$ cat src/rtl/shift_rotate_seq.sv
// Multi-cycle shift/rotate sequencer: moves the working register by at most
// MAX_STEP bit positions per RUN cycle and publishes the result with a done pulse.
module shift_rotate_seq #(
   parameter int WIDTH    = 32,
   parameter int MAX_STEP = 4
) (
   input  logic              clock_i,
   input  logic              clear_i,
   input  logic              start_i,
   input  logic [2:0]        op_i,
   input  logic [WIDTH-1:0]  operand_i,
   input  logic [WIDTH-1:0]  amount_i,
   output logic              busy_o,
   output logic              done_o,
   output logic [WIDTH-1:0]  result_o
);

   localparam logic [2:0] OP_SHR  = 3'b000;
   localparam logic [2:0] OP_SHRA = 3'b001;
   localparam logic [2:0] OP_SHL  = 3'b010;
   localparam logic [2:0] OP_ROR  = 3'b011;
   localparam logic [2:0] OP_ROL  = 3'b100;

   localparam logic [5:0] STEP  = 6'(MAX_STEP);
   localparam logic [5:0] FULL  = 6'd32;

   typedef enum logic {IDLE = 1'b0, RUN = 1'b1} state_t;

   state_t            state_q, state_d;
   logic [2:0]        op_q, op_d;
   logic [31:0]       work_q, work_d;
   logic [5:0]        rem_q, rem_d;
   logic [31:0]       result_q, result_d;
   logic              done_q, done_d;

   logic [5:0]        n_eff;
   logic [5:0]        step_s;
   logic [31:0]       shifted;

   // One partial move of s positions; s never exceeds MAX_STEP, so the
   // rotate complement (32 - s) never reaches a full-width shift for s > 0.
   function automatic logic [31:0] step_shift(input logic [2:0] op,
                                               input logic [31:0] v,
                                               input logic [5:0] s);
      logic signed [31:0] sv;
      sv = $signed(v);
      case (op)
         OP_SHR:  return v >> s;
         OP_SHRA: return 32'(sv >>> s);
         OP_SHL:  return v << s;
         OP_ROR:  return (s == 6'd0) ? v : ((v >> s) | (v << (FULL - s)));
         OP_ROL:  return (s == 6'd0) ? v : ((v << s) | (v >> (FULL - s)));
         default: return v;
      endcase
   endfunction

   always_comb begin
      n_eff = 6'd0;
      case (op_i)
         OP_SHR, OP_SHRA, OP_SHL: n_eff = (|amount_i[31:5]) ? FULL : {1'b0, amount_i[4:0]};
         OP_ROR, OP_ROL:          n_eff = {1'b0, amount_i[4:0]};
         default:                 n_eff = 6'd0;
      endcase
   end

   assign step_s  = (rem_q > STEP) ? STEP : rem_q;
   assign shifted = step_shift(op_q, work_q, step_s);

   always_comb begin
      state_d  = state_q;
      op_d     = op_q;
      work_d   = work_q;
      rem_d    = rem_q;
      result_d = result_q;
      done_d   = 1'b0;
      case (state_q)
         IDLE: begin
            if (start_i) begin
               op_d    = op_i;
               work_d  = operand_i;
               rem_d   = n_eff;
               state_d = RUN;
            end
         end
         RUN: begin
            work_d = shifted;
            rem_d  = rem_q - step_s;
            if (step_s == rem_q) begin
               result_d = shifted;
               done_d   = 1'b1;
               state_d  = IDLE;
            end
         end
         default: state_d = IDLE;
      endcase
   end

   always_ff @(posedge clock_i or negedge clear_i) begin
      if (!clear_i) begin
         state_q  <= IDLE;
         op_q     <= 3'b000;
         work_q   <= 32'd0;
         rem_q    <= 6'd0;
         result_q <= 32'd0;
         done_q   <= 1'b0;
      end else begin
         state_q  <= state_d;
         op_q     <= op_d;
         work_q   <= work_d;
         rem_q    <= rem_d;
         result_q <= result_d;
         done_q   <= done_d;
      end
   end

   assign busy_o   = (state_q == RUN);
   assign done_o   = done_q;
   assign result_o = result_q;

endmodule

$ cat config.mk
export PLATFORM = sky130hd
export DESIGN_NAME = shift_rotate_seq
export DESIGN_NICKNAME = d
export VERILOG_FILES = /design/src/rtl/shift_rotate_seq.sv
export SDC_FILE = /design/constraint.sdc
export NUM_CORES = 1
export LEC_CHECK = 0
export CORE_MARGIN = 1.5
export CORE_UTILIZATION = 42
export CTS_BUF_LIST = sky130_fd_sc_hd__clkbuf_4 sky130_fd_sc_hd__clkbuf_8 sky130_fd_sc_hd__clkbuf_16
export CTS_CLUSTER_DIAMETER = 30
export DETAILED_ROUTE_END_ITERATION = 16
export GPL_ROUTABILITY_DRIVEN = 0
export HOLD_SLACK_MARGIN = 0.03
export PLACE_DENSITY = 0.74
export SYNTH_ARGS = -nofsm -noshare
export SYNTH_HDL_FRONTEND = slang
export SYNTH_SLANG_ARGS = --single-unit
$ cat constraint.sdc
create_clock -name clock_i -period 5.5 [get_ports clock_i]
set_clock_uncertainty 0.05 [all_clocks]
set_input_delay 1.1 -clock clock_i [delete_from_list [all_inputs] [get_ports clock_i]]
set_output_delay 1.1 -clock clock_i [all_outputs]
set_load 0.1 [all_outputs]
==> report_table.html <==
<table>
<tr><th>Metric</th><th>Value</th></tr>
<tr><th colspan="2">Timing</th></tr>
<tr><td>Post-route setup TNS</td><td>0 ps</td></tr>
<tr><td>Unrepaired setup endpoints after global routing</td><td>false</td></tr>
<tr><td>Final Critical Period</td><td>4460 ps</td></tr>
<tr><td>Final hold violation count</td><td>0</td></tr>
<tr><td>Relative slew slack</td><td>26.3%</td></tr>
<tr><td>Final cycle utilization of the critical path</td><td>81.2%</td></tr>
<tr><td>Pin slew with the least headroom to its limit</td><td>1110 ps</td></tr>
<tr><td>Highest clock rate</td><td>224 MHz</td></tr>
<tr><td># setup viols final</td><td>0</td></tr>
<tr><td>Final number of max-transition violations</td><td>0</td></tr>
<tr><th colspan="2">Floorplan</th></tr>
<tr><td>Io pins</td><td>104</td></tr>
<tr><td>Total core area</td><td>0.0165 mm^2</td></tr>
<tr><td>Floorplan row count</td><td>47</td></tr>
<tr><td>Starting utilization of the core area</td><td>42.8%</td></tr>
<tr><td>Die extent in y</td><td>133 um</td></tr>
<tr><td>Chip width</td><td>133 um</td></tr>
<tr><td>Die ar.</td><td>0.0176 mm^2</td></tr>
<tr><th colspan="2">Synth</th></tr>
<tr><td>Post-synth EDFFs</td><td>0</td></tr>
<tr><td>Proportion of synthesized chip area in sequential cells</td><td>26.6%</td></tr>
<tr><td>Synthesized Nets</td><td>900</td></tr>
<tr><td>Syn Std Cell Area</td><td>0.00705 mm^2</td></tr>
<tr><td>Count of mapped cells out of synthesis</td><td>828</td></tr>
<tr><td>Primary flip-flop cell chosen by synthesis mapping</td><td>sky130_fd_sc_hd__dfrtp_1</td></tr>
<tr><td>Yosys warnings</td><td>0</td></tr>
<tr><td>Yosys cell types</td><td>76</td></tr>
<tr><td>Synthesized area divided by synthesized cell count</td><td>8.51 um^2</td></tr>
<tr><td>Share of flip-flops with an asynchronous set or reset after synthesis</td><td>100%</td></tr>
<tr><td>Synthesis-stage register bit count</td><td>75</td></tr>
<tr><th colspan="2">Job</th></tr>
<tr><td>Count of maximum capacitance violations</td><td>0</td></tr>
<tr><th colspan="2">Route</th></tr>
<tr><td>DR vias</td><td>7441</td></tr>
<tr><td>Avg Vias per Cell</td><td>6.92</td></tr>
<tr><td>Avg WL per Cell</td><td>22.5 um</td></tr>
<tr><td>Drt first-iter violations</td><td>1267</td></tr>
<tr><td>Number of iterations in the first detailed-routing pass</td><td>6</td></tr>
<tr><td>Number of design rule violations left after detail routing</td><td>0</td></tr>
<tr><td>Final antenna-violating net count</td><td>0</td></tr>
<tr><td>Final routed wirelength across all metal layers</td><td>24200 um</td></tr>
<tr><th colspan="2">Place</th></tr>
<tr><td>IO buf count</td><td>103</td></tr>
<tr><td>Hpwl dp</td><td>15800 um</td></tr>
<tr><td>Cell area after placement</td><td>0.00803 mm^2</td></tr>
<tr><th colspan="2">Clock network</th></tr>
<tr><td>Clock Tree Root</td><td>sky130_fd_sc_hd__clkbuf_16</td></tr>
<tr><td>Maximum buffer depth of the clock tree</td><td>2</td></tr>
<tr><td>Maximum level of the CTS H-tree</td><td>3</td></tr>
<tr><td>Sink count of the clock tree</td><td>75</td></tr>
<tr><td>Post-CTS setup buffers</td><td>0</td></tr>
<tr><td>Cts hold-fix bufs</td><td>0</td></tr>
<tr><td>CTS clock-pin slew for the worst setup and hold paths</td><td>60 ps</td></tr>
<tr><td>Clock tree from TritonCTS</td><td>yes</td></tr>
<tr><td>CTS resizes</td><td>0</td></tr>
<tr><td>CTS buffer count</td><td>9</td></tr>
<tr><td>Clock latency on the worst-skew pair</td><td>360 ps</td></tr>
<tr><th colspan="2">Setup path</th></tr>
<tr><td>Buffers plus inverters on the worst setup path</td><td>1</td></tr>
<tr><td>Endpoint kind of the worst setup timing path</td><td>register</td></tr>
<tr><td>Worst path required time</td><td>5640 ps</td></tr>
<tr><td>Highest cell delay on the worst timing path</td><td>840 ps</td></tr>
<tr><td>Sort of element at the start of the critical path</td><td>register</td></tr>
<tr><td>Ordered list of cells on the worst path</td><td>or4_4, nor2_1, inv_2, ha_1, nand2b_1, a22oi_1, or2_2, a221o_1, o221ai_1, a31oi_1</td></tr>
<tr><td>Cell at the slowest stage of the critical path</td><td>sky130_fd_sc_hd__ha_1</td></tr>
<tr><td>Kind of cell with the highest combined delay on the critical path</td><td>simple AND/OR/NAND/NOR gates</td></tr>
<tr><td>Critical Path Fanout Max</td><td>25</td></tr>
<tr><td>CP arrival</td><td>4600 ps</td></tr>
<tr><td>Setup Crit Path Kind</td><td>register to register</td></tr>
<tr><th colspan="2">GRT</th></tr>
<tr><td>Global-route wire length before repair</td><td>38400 um</td></tr>
<tr><td>Number of global-route vias before repair</td><td>6814</td></tr>
<tr><td>GRT Overall Usage</td><td>27.7%</td></tr>
<tr><td>Maximum number of pins on one net before global-route repair</td><td>76</td></tr>
<tr><td>Grt total ovfl</td><td>0</td></tr>
<tr><td>Initial antenna violation count</td><td>0</td></tr>
<tr><th colspan="2">Worst hold path</th></tr>
<tr><td>Worst min path class</td><td>register to register</td></tr>
<tr><th colspan="2">Finish</th></tr>
<tr><td>Fraction of final layout cells sized beyond drive strength 1</td><td>10.7%</td></tr>
<tr><td>Ant. Diodes</td><td>0</td></tr>
<tr><td>Fraction of the core area covered by cells at the end of the flow</td><td>50.4%</td></tr>
<tr><td>Fin area</td><td>0.00830 mm^2</td></tr>
<tr><td>Count of nets after finishing</td><td>923</td></tr>
<tr><td>Layout overhead on the synthesized area</td><td>17.8%</td></tr>
<tr><td>Number of filler cells placed in the layout</td><td>1599</td></tr>
<tr><th colspan="2">Outcome</th></tr>
<tr><td>Run status</td><td>finished clean</td></tr>
</table>
-- layout by cell type (no fill, tap or decap), types with 16 or more instances in the layout --
| cell | count |
|---|---|
| sky130_fd_sc_hd__clkdlybuf4s50_1 | 101 |
| sky130_fd_sc_hd__o21ai_0 | 56 |
| sky130_fd_sc_hd__mux4_2 | 29 |
| sky130_fd_sc_hd__a211oi_1 | 22 |
| sky130_fd_sc_hd__nand2_1 | 74 |
| sky130_fd_sc_hd__nor3_1 | 16 |
| sky130_fd_sc_hd__nor2_1 | 51 |
| sky130_fd_sc_hd__a21oi_1 | 65 |
| sky130_fd_sc_hd__nor2b_1 | 17 |
| sky130_fd_sc_hd__nand3_1 | 21 |
| sky130_fd_sc_hd__mux2i_1 | 33 |
| sky130_fd_sc_hd__dfrtp_1 | 73 |
-- final timing paths --
| path | from | to | slack (ps) | depth (start not counted) |
|---|---|---|---|---|
| max | rem_q[2] | result_o[31] | 1040 | 10 |
| min | result_o[14] | result_o[14] | 420 | 2 |
| max reg2reg | rem_q[2] | result_o[31] | 1040 | 10 |
| min reg2reg | result_o[14] | result_o[14] | 420 | 2 |
| max in group asynchronous | clear_i | rem_q[0] | 3830 | 1 |
| min in group asynchronous | clear_i | result_o[2] | 840 | 1 |
-- tightest hold or removal path: stages (launching register included) --
cell and delay (ps):
sky130_fd_sc_hd__dfrtp_1 340, sky130_fd_sc_hd__nand2_1 40, sky130_fd_sc_hd__o21ai_0 50
-- cell type report --
cell class	count	area [um^2]	area share [%]
Clock inverter	5	30.0	0.362
Clock buffer	11	240	2.89
Multi-Input combinational cell	637	4700	56.6
Sequential cell	75	1880	22.6
Timing Repair Buffer	117	1130	13.6
Tap cell	220	275	3.32
Inverter	11	46.3	0.558
-- synth_stat cells, types with 5 or more instances --
| cell | number | share of area [%] |
|---|---|---|
| sky130_fd_sc_hd__o21a_1 | 6 | 0.64 |
| sky130_fd_sc_hd__o31ai_1 | 5 | 0.53 |
| sky130_fd_sc_hd__o22ai_1 | 13 | 1.2 |
| sky130_fd_sc_hd__mux4_1 | 7 | 2.6 |
| sky130_fd_sc_hd__nor4_1 | 12 | 1.1 |
| sky130_fd_sc_hd__a21oi_1 | 65 | 4.6 |
| sky130_fd_sc_hd__nand2b_1 | 10 | 0.89 |
| sky130_fd_sc_hd__mux4_2 | 29 | 9.3 |
| sky130_fd_sc_hd__o21ai_0 | 57 | 4.0 |
| sky130_fd_sc_hd__nor2_1 | 51 | 2.7 |
| sky130_fd_sc_hd__a32oi_1 | 5 | 0.62 |
| sky130_fd_sc_hd__nor2b_1 | 17 | 1.5 |
| sky130_fd_sc_hd__nor3_1 | 16 | 1.1 |
| sky130_fd_sc_hd__a221oi_1 | 11 | 1.4 |
| sky130_fd_sc_hd__buf_1 | 11 | 0.59 |
| sky130_fd_sc_hd__a31oi_1 | 13 | 1.2 |
| sky130_fd_sc_hd__nand2_1 | 74 | 3.9 |
| sky130_fd_sc_hd__o32ai_1 | 5 | 0.62 |
| sky130_fd_sc_hd__a22oi_1 | 11 | 1.2 |
| sky130_fd_sc_hd__a311oi_1 | 5 | 0.62 |
| sky130_fd_sc_hd__o211ai_1 | 12 | 1.3 |
| sky130_fd_sc_hd__a211oi_1 | 22 | 2.3 |
| sky130_fd_sc_hd__a21boi_0 | 7 | 0.75 |
| sky130_fd_sc_hd__a221o_1 | 6 | 0.85 |
| sky130_fd_sc_hd__dfrtp_1 | 75 | 27 |
| sky130_fd_sc_hd__clkbuf_1 | 79 | 4.2 |
| sky130_fd_sc_hd__nand3_1 | 21 | 1.5 |
| sky130_fd_sc_hd__o221ai_1 | 10 | 1.2 |
| sky130_fd_sc_hd__mux2_2 | 14 | 2.2 |
| sky130_fd_sc_hd__a21o_1 | 15 | 1.6 |
| sky130_fd_sc_hd__a22o_1 | 7 | 0.87 |
| sky130_fd_sc_hd__or3_1 | 5 | 0.44 |
| sky130_fd_sc_hd__inv_1 | 7 | 0.37 |
| sky130_fd_sc_hd__buf_2 | 10 | 0.71 |
| sky130_fd_sc_hd__mux2i_1 | 33 | 4.7 |
-- cells by family (layout without fill, tap and decap cells) --
group           count (synthesis)  after routing  share of synthesized area, %
compound gates                322            322                          31.4
simple gates                  228            228                          15.7
buf+inv                       116            144                          6.82
mux                            84             84                          19.0
flops                          75             75                          26.6
fa+ha+maj                       2              2                         0.355
other cells                     1              1                        0.0532
-- sequential cells by signal, indices dropped and copies added, names as in the netlist --
signal / cells
work_q: 32
done_o: 1
rem_q: 6
op_q: 3
result_o: 32
busy_o: 1
-- metrics by stage --
stage,instances,setup slack [ps],hold WS [ps]
finish,1076,1040,423
floorplan,828,1690,493
CTS,1076,1160,434
detailed placement,1060,1180,420
global placement,1060,1280,411
global route,1076,820,449
-- routing by layer --
metal,vias up,track usage [%],routed length [um]
li1,3269,-,-
met1,3496,39.4,9870
met2,580,38.7,10200
met3,96,7.16,3080
met4,0,14.0,1080
met5,-,0,0
Power is left out: the tool's default activity adds up to more than one toggle a clock period on the data nets, which glitch-free logic cannot reach.
